===== config.mk =====
export PLATFORM = sky130hd
export DESIGN_NAME = aes_round_ctrl
export DESIGN_NICKNAME = d
export VERILOG_FILES = /design/src/rtl/aes_round_ctrl.sv
export SDC_FILE = /design/constraint.sdc
export NUM_CORES = 1
export LEC_CHECK = 0
export BUFFER_PORTS_ARGS = -buffer_cell sky130_fd_sc_hd__buf_2
export CAP_MARGIN = 40
export CORE_AREA = 4 4 254 256
export CTS_CLUSTER_DIAMETER = 30
export CTS_CLUSTER_SIZE = 30
export DETAILED_ROUTE_END_ITERATION = 10
export DIE_AREA = 0 0 258 260
export PLACE_DENSITY = 0.41
export SLEW_MARGIN = 20
export SYNTH_ARGS = -nofsm -noshare
export SYNTH_HDL_FRONTEND = slang
export SYNTH_SLANG_ARGS = --single-unit

===== constraint.sdc =====
create_clock -name clk -period 2.27 [get_ports clk]
set_input_delay 0.1135 -clock clk [delete_from_list [all_inputs] [get_ports clk]]
set_output_delay 0.1135 -clock clk [all_outputs]
set_load 0.01 [all_outputs]

===== src/rtl/aes_round_ctrl.sv =====
// ---------------------------------------------------------------------------
// aes_round_ctrl
//   Iterative sequencer for a 128-bit T-table AES round datapath.
//   - Applies round-0 key whitening on accept.
//   - Loops the state NR times through the external table + column-combine
//     logic, waiting TBL_LAT cycles per round for the table result.
//   - Returns the ciphertext on a valid/ready handshake.
//
//   Optional feature macro: AES_CTRL_ABORT_EN
//     When defined, an 'abort' input discards the block in flight and
//     returns the sequencer to IDLE on the next edge.
// ---------------------------------------------------------------------------
module aes_round_ctrl #(
  parameter int NR      = 10,
  parameter int TBL_LAT = 1
) (
  input  logic         clk,
  input  logic         rst_n,
  input  logic         start,
  output logic         ready,
  input  logic [127:0] din,
  output logic [3:0]   rk_idx,
  input  logic [127:0] rk_data,
  output logic [127:0] tbl_state,
  output logic         tbl_final,
  input  logic [127:0] round_result,
  output logic [127:0] dout,
  output logic         dout_valid,
  input  logic         dout_ready,
`ifdef AES_CTRL_ABORT_EN
  input  logic         abort,
`endif
  output logic         busy
);

  localparam int LW = $clog2(TBL_LAT + 1);
  localparam logic [3:0]    NR_C       = 4'(NR);
  localparam logic [LW-1:0] LAT_RELOAD = LW'(TBL_LAT - 1);

  typedef enum logic [1:0] {
    ST_IDLE  = 2'd0,
    ST_ROUND = 2'd1,
    ST_DONE  = 2'd2
  } state_t;

  state_t        state_q,      state_d;
  logic [3:0]    round_q,      round_d;
  logic [LW-1:0] lat_q,        lat_d;
  logic [127:0]  tbl_state_q,  tbl_state_d;
  logic          tbl_final_q,  tbl_final_d;
  logic [127:0]  dout_q,       dout_d;
  logic          dout_valid_q, dout_valid_d;
  logic          ready_q,      ready_d;
  logic          busy_q,       busy_d;
  logic          abort_s;

  // Abort request, only meaningful when the feature is built in.
  always_comb begin
`ifdef AES_CTRL_ABORT_EN
    abort_s = abort;
`else
    abort_s = 1'b0;
`endif
  end

  // Next-state logic: sequencing, round/latency counters, datapath capture.
  always_comb begin
    state_d      = state_q;
    round_d      = round_q;
    lat_d        = lat_q;
    tbl_state_d  = tbl_state_q;
    dout_d       = dout_q;
    dout_valid_d = dout_valid_q;

    case (state_q)
      ST_IDLE: begin
        // Round counter doubles as the key index, so key 0 is presented here.
        round_d = 4'd0;
        if (start) begin
          tbl_state_d = din ^ rk_data;
          round_d     = 4'd1;
          lat_d       = LAT_RELOAD;
          state_d     = ST_ROUND;
        end else begin
          lat_d = {LW{1'b0}};
        end
      end

      ST_ROUND: begin
        if (lat_q != {LW{1'b0}}) begin
          lat_d = lat_q - {{(LW-1){1'b0}}, 1'b1};
        end else if (round_q < NR_C) begin
          tbl_state_d = round_result;
          round_d     = round_q + 4'd1;
          lat_d       = LAT_RELOAD;
        end else begin
          dout_d       = round_result;
          dout_valid_d = 1'b1;
          state_d      = ST_DONE;
        end
      end

      ST_DONE: begin
        if (dout_valid_q && dout_ready) begin
          dout_valid_d = 1'b0;
          round_d      = 4'd0;
          state_d      = ST_IDLE;
        end else begin
          dout_valid_d = dout_valid_q;
        end
      end

      default: begin
        state_d      = ST_IDLE;
        round_d      = 4'd0;
        lat_d        = {LW{1'b0}};
        dout_valid_d = 1'b0;
      end
    endcase

    // Abort outranks every other transition, including the DONE handshake.
    if (abort_s && (state_q != ST_IDLE)) begin
      state_d      = ST_IDLE;
      round_d      = 4'd0;
      lat_d        = {LW{1'b0}};
      dout_valid_d = 1'b0;
    end else begin
      state_d = state_d;
    end

    // Status outputs are registered from the upcoming state.
    tbl_final_d = (state_d == ST_ROUND) && (round_d == NR_C);
    ready_d     = (state_d == ST_IDLE);
    busy_d      = (state_d != ST_IDLE);
  end

  // State and output registers; async reset returns everything to idle.
  always_ff @(posedge clk or negedge rst_n) begin
    if (!rst_n) begin
      state_q      <= ST_IDLE;
      round_q      <= 4'd0;
      lat_q        <= {LW{1'b0}};
      tbl_state_q  <= 128'd0;
      tbl_final_q  <= 1'b0;
      dout_q       <= 128'd0;
      dout_valid_q <= 1'b0;
      ready_q      <= 1'b1;
      busy_q       <= 1'b0;
    end else begin
      state_q      <= state_d;
      round_q      <= round_d;
      lat_q        <= lat_d;
      tbl_state_q  <= tbl_state_d;
      tbl_final_q  <= tbl_final_d;
      dout_q       <= dout_d;
      dout_valid_q <= dout_valid_d;
      ready_q      <= ready_d;
      busy_q       <= busy_d;
    end
  end

  assign ready      = ready_q;
  assign busy       = busy_q;
  assign rk_idx     = round_q;
  assign tbl_state  = tbl_state_q;
  assign tbl_final  = tbl_final_q;
  assign dout       = dout_q;
  assign dout_valid = dout_valid_q;

endmodule

Word-level counts from Yosys, hierarchy flattened
Cells that the tools add are included.

Input bits: 388. Output and inout port bits: 264. Word-level logic and storage cells: 54. Flip-flop bits (word level): 267.

$lt $le $gt $ge: 1. Muxes and demuxes: 20. Bitwise logic cells: 4. Equality and inequality tests: 9. Add/sub/neg operators: 2. Reduce and logical (&&, ||, !) cells: 9.

Operators with widths (number): two-way mux 128 bit (3); one-hot mux 128 bit (2 select lines) (1); XOR 128 bit (1); two-way mux 4 bit (3); one-hot mux 4 bit (3 select lines) (1); inequality test 2 bit (second input constant) (5); two-way mux 2 bit (4); AND reduction 4 bit (2); one-hot mux 2 bit (3 select lines) (1); two-way mux 1 bit (5); adder 4 x 1 -> 4 bit (second input constant) (1); equality test 2 x 1 -> 1 bit (second input constant) (2); equality test 4 bit (second input constant) (1); logical NOT 2 bit (2); less-than comparator 4 bit (second input constant) (1); nonzero test 2 bit (2); inverter 1 bit (3); one-hot mux 1 bit (3 select lines) (1); AND reduction 3 bit (1); equality test 2 bit (second input constant) (1); logical AND 1 bit (2); one-hot mux 1 bit (2 select lines) (1); subtractor 1 bit (second input constant) (1).

Logic depth before layout (Yosys ltp)
Depth in word-level cells: 6. Mapped depth: 7. Gate-level depth less buffers: 5.

Least setup slack after synthesis
Ideal clock, no wire load.

Kind: register to register. Start point: reg state_q[1]. End point: reg dout_q[100], in the netlist dout[100]. Clock period less this slack: 1.616 ns. Stages on the path, launching flop included: 6. Library setup time: 0.127 ns. Setup slack: 0.654 ns. Required time: 2.143 ns. Path buffers: 2. Arrival: 1.489 ns. Cell sequence: dfrtp_1 nand2b_1 nor3_2 buf_4 buf_6 mux2_1.

Longest elaborated chain between the ends: 2.

Ends and longest elaborated chain: start: declaration (RTL line 46) `state_t state_q, state_d;`; start signal: assignment (RTL line 150) `state_q <= state_d;`; equality test 2 x 1 -> 1 bit (RTL line 75) `case (state_q)`; AND reduction 3 bit (no source line); end signal: assignment (RTL line 155) `dout_q <= dout_d;`; end: declaration (RTL line 51) `logic [127:0] dout_q, dout_d;`.

Every way passes these cells. A chain may end at the register's enable or synchronous reset.

Final worst setup path
Start point: reg state_q[0]. End point: reg dout_q[74], in the netlist dout[74].

Same word-level chain as after synthesis.

==> impl_metrics.json <==
{
  "worst-path-buf-inv": 2,
  "die_area_sq_um": 67080,
  "cts_htree_levels": 3,
  "cp.depth": 5,
  "area_used_by_multi_input_combinational_logic_sq_um": 5021,
  "cpPeakStageDelay_ps": 420,
  "fin_crit_sh": 0.8301,
  "drtAntennaViolNets": 0,
  "clock_tree.buffer_depth": 3,
  "timing.slew.headroom": 0.6172,
  "grt_start_max_net_pins": 83,
  "critical-path-slowest-cell": "sky130_fd_sc_hd__dfrtp_1",
  "yosysWarnings": 0,
  "clk_latency_ps": 580,
  "min-delay-path-class": "input pin to register",
  "chipHeight_microns": 260,
  "clock.fmax_ghz": 0.5307,
  "globalRouteTotalUtil": 0.1450,
  "port_buffers": 651,
  "holdCritStartpoint": "rk_data[58]",
  "ioPinCount": 652,
  "yosysSeqAreaShare": 0.5496,
  "synthesis_to_layout_area_growth_pct": 88.18,
  "critPathArrivalTime_ps": 2330,
  "final_critical_path_setup_slack_ps": 385.6,
  "ys_async_sr_fraction": 1.000,
  "crit_path_start": "state_q[0]",
  "max_cap_viol_count": 0,
  "drt_first_iter_violations": 504,
  "cp-start-kind": "register",
  "drive_above_1_share": 0.3831,
  "power-per-cell-area_nw_per_um2": 1376,
  "finalWeightedCongestion": 0.8377,
  "ctsRootBufferMaster": "sky130_fd_sc_hd__clkbuf_16",
  "post-route-util": 0.3647,
  "timing.hold.worst_path_depth": 5,
  "via_count": 12310,
  "globalRouteOverflowTotal": 0,
  "first_pass_grt_wire_length_mm": 76.47,
  "route.detailed.vias_per_inst": 3.967,
  "detail_route.first_pass.iterations": 5,
  "num_rows": 92,
  "biggest_fanout_along_the_worst_timing_path": 21,
  "post_synth_instance_area_sq_um": 12110,
  "clkSinkCount": 266,
  "start_util": 0.1938,
  "routedWlPerCell_microns": 16.30,
  "clock_pin_slew_on_the_worst_setup_and_hold_paths_ps": 40,
  "ir_worst_vdd_mv": 0.7293,
  "drcViolationCount": 0,
  "final.min_clock_period_ps": 1884,
  "synth.distinct_cells": 31,
  "drt-total-wl_mm": 50.58,
  "crit_path_cell_trace": "nand2b_1, nor3_4, buf_12, buf_12, mux2_1",
  "worstMarginPinSlew_ps": 574.2,
  "grt_pass1_vias": 13430,
  "final-seq-area_sq_um": 6658,
  "mappedNetlistNets": 1527,
  "post-place-ws_ps": 363.3,
  "r2r_cells": 5,
  "setup_viol_count_final": 0,
  "setup.reg_to_reg.worst_slack_ps": 390,
  "tritoncts.num_buffers": 81,
  "hold_viol_final": 0,
  "most-common-layout-cells": "sky130_fd_sc_hd__buf_2, sky130_fd_sc_hd__dlygate4sd3_1, sky130_fd_sc_hd__dfrtp_1",
  "timing.critical_path.required_ps": 2710,
  "timing.setup.critical_path_class": "register to register",
  "synth_seq_cells": 266,
  "fin_hold_ws_ps": 14.46,
  "status": "complete, no violations",
  "postSynth.topFlopCell": "sky130_fd_sc_hd__dfrtp_1",
  "cts_hold_buf": 343,
  "p_leak_uw": 0.01057,
  "worstReg2RegStart": "state_q[0]",
  "critical-path-top-cell-by-count": "sky130_fd_sc_hd__buf_12",
  "die_x_microns": 258,
  "antenna_cells_inserted": 0,
  "antenna_found_initial": 1,
  "postCtsSetupRepairBufs": 0,
  "mostFrequentLayoutCell": "sky130_fd_sc_hd__buf_2",
  "timing.setup.tns_ps": 0,
  "timing.critical_path.to_type": "register",
  "rsz0062_at_grt": "false",
  "synth_enable_flop_cells": 0,
  "fillers": 6324,
  "critPathTopFamily": "simple AND/OR/NAND/NOR gates",
  "worstReg2RegEnd": "dout[74]",
  "core_area_sq_um": 62500,
  "syn_inst": 1138,
  "min_delay_worst_endpoint": "tbl_state[58]",
  "tritoncts_clock_tree": "done",
  "post_cts_resize_count": 0,
  "timing_max_transition_violations_final": 0,
  "place_hpwl_mm": 37.19,
  "synth_area_per_cell_sq_um": 10.64,
  "finalClockSkew_ps": 23.66,
  "num-nets-final": 2581
}
stage by stage:
step / power, uW / cells / instance area, sq um
global placement: 19640 / 2612 / 16580
floorplan: 14370 / 1138 / 12110
detailed placement: 19800 / 2612 / 16580
global route: 33440 / 3104 / 22790
finish: 31360 / 3104 / 22790
CTS: 31960 / 3104 / 22790
layer usage:
layer  up-vias  global-route usage  wire, microns
met5         -                   0              0
met4         0             0.05712           1680
met1      5820              0.1642          19370
met2       403              0.2605          26440
li1       5970                   -              -
met3       120             0.03778           3093
power breakdown:
part           internal, uW  leakage, uW  switching [uW]
logic                  5080      0.00598            6480
clock network          8150      0.00138            3160
registers              7220      0.00321            1260
cells by family after synthesis:
group | count (synthesis) | synth area share
fa+ha+maj | 1 | 0.001033
simple gates | 272 | 0.08656
buf+inv | 74 | 0.03760
compound gates | 269 | 0.1136
flops | 266 | 0.5496
xor+xnor | 128 | 0.09255
mux | 128 | 0.1190
worst reg2reg max path: cells and delay by family (launching register included):
kind / cells / cell delay, ps
simple gates: 2 / 530
buf+inv: 2 / 450
mux: 1 / 350
flops: 1 / 420
sequential cells by signal, summed over array words and instances, names as in the netlist:
| signal | flops |
|---|---|
| busy | 1 |
| dout | 128 |
| dout_valid | 1 |
| ready | 1 |
| rk_idx | 4 |
| state_q | 2 |
| tbl_final | 1 |
| tbl_state | 128 |
worst max-delay path by stage:
stage | endpoint | slack, ps
2_1_floorplan | dout[100] | 650
3_3_place_gp | dout[84] | 390
3_5_place_dp | dout[70] | 360
4_1_cts | dout[70] | 340
5_1_grt | dout[74] | 260
6_report | dout[74] | 390
cells in the mapped netlist, types with 2 or more instances:
library cell | number | share of area
sky130_fd_sc_hd__xnor2_1 | 128 | 0.093
sky130_fd_sc_hd__a31oi_1 | 2 | 0.0010
sky130_fd_sc_hd__buf_2 | 31 | 0.013
sky130_fd_sc_hd__nor2b_1 | 2 | 0.0010
sky130_fd_sc_hd__dfrtp_1 | 265 | 0.55
sky130_fd_sc_hd__buf_6 | 10 | 0.0093
sky130_fd_sc_hd__o21ai_0 | 127 | 0.052
sky130_fd_sc_hd__nand2_1 | 133 | 0.041
sky130_fd_sc_hd__clkbuf_1 | 13 | 0.0040
sky130_fd_sc_hd__a21oi_1 | 131 | 0.054
sky130_fd_sc_hd__or2_2 | 2 | 0.0010
sky130_fd_sc_hd__inv_1 | 2 | 0.00062
sky130_fd_sc_hd__mux2_2 | 29 | 0.027
sky130_fd_sc_hd__buf_4 | 17 | 0.011
sky130_fd_sc_hd__a22o_1 | 2 | 0.0014
sky130_fd_sc_hd__mux2_1 | 99 | 0.092
sky130_fd_sc_hd__nor2_1 | 131 | 0.041
layout make-up:
cell class,instances,area share
Clock inverter,33,0.02031
Inverter,3,0.0004940
Tap cell,846,0.04644
Multi-Input combinational cell,798,0.2203
Timing Repair Buffer,1042,0.3186
Clock buffer,116,0.1018
Sequential cell,266,0.2921
No activity file was read; power rests on OpenSTA's default activity.
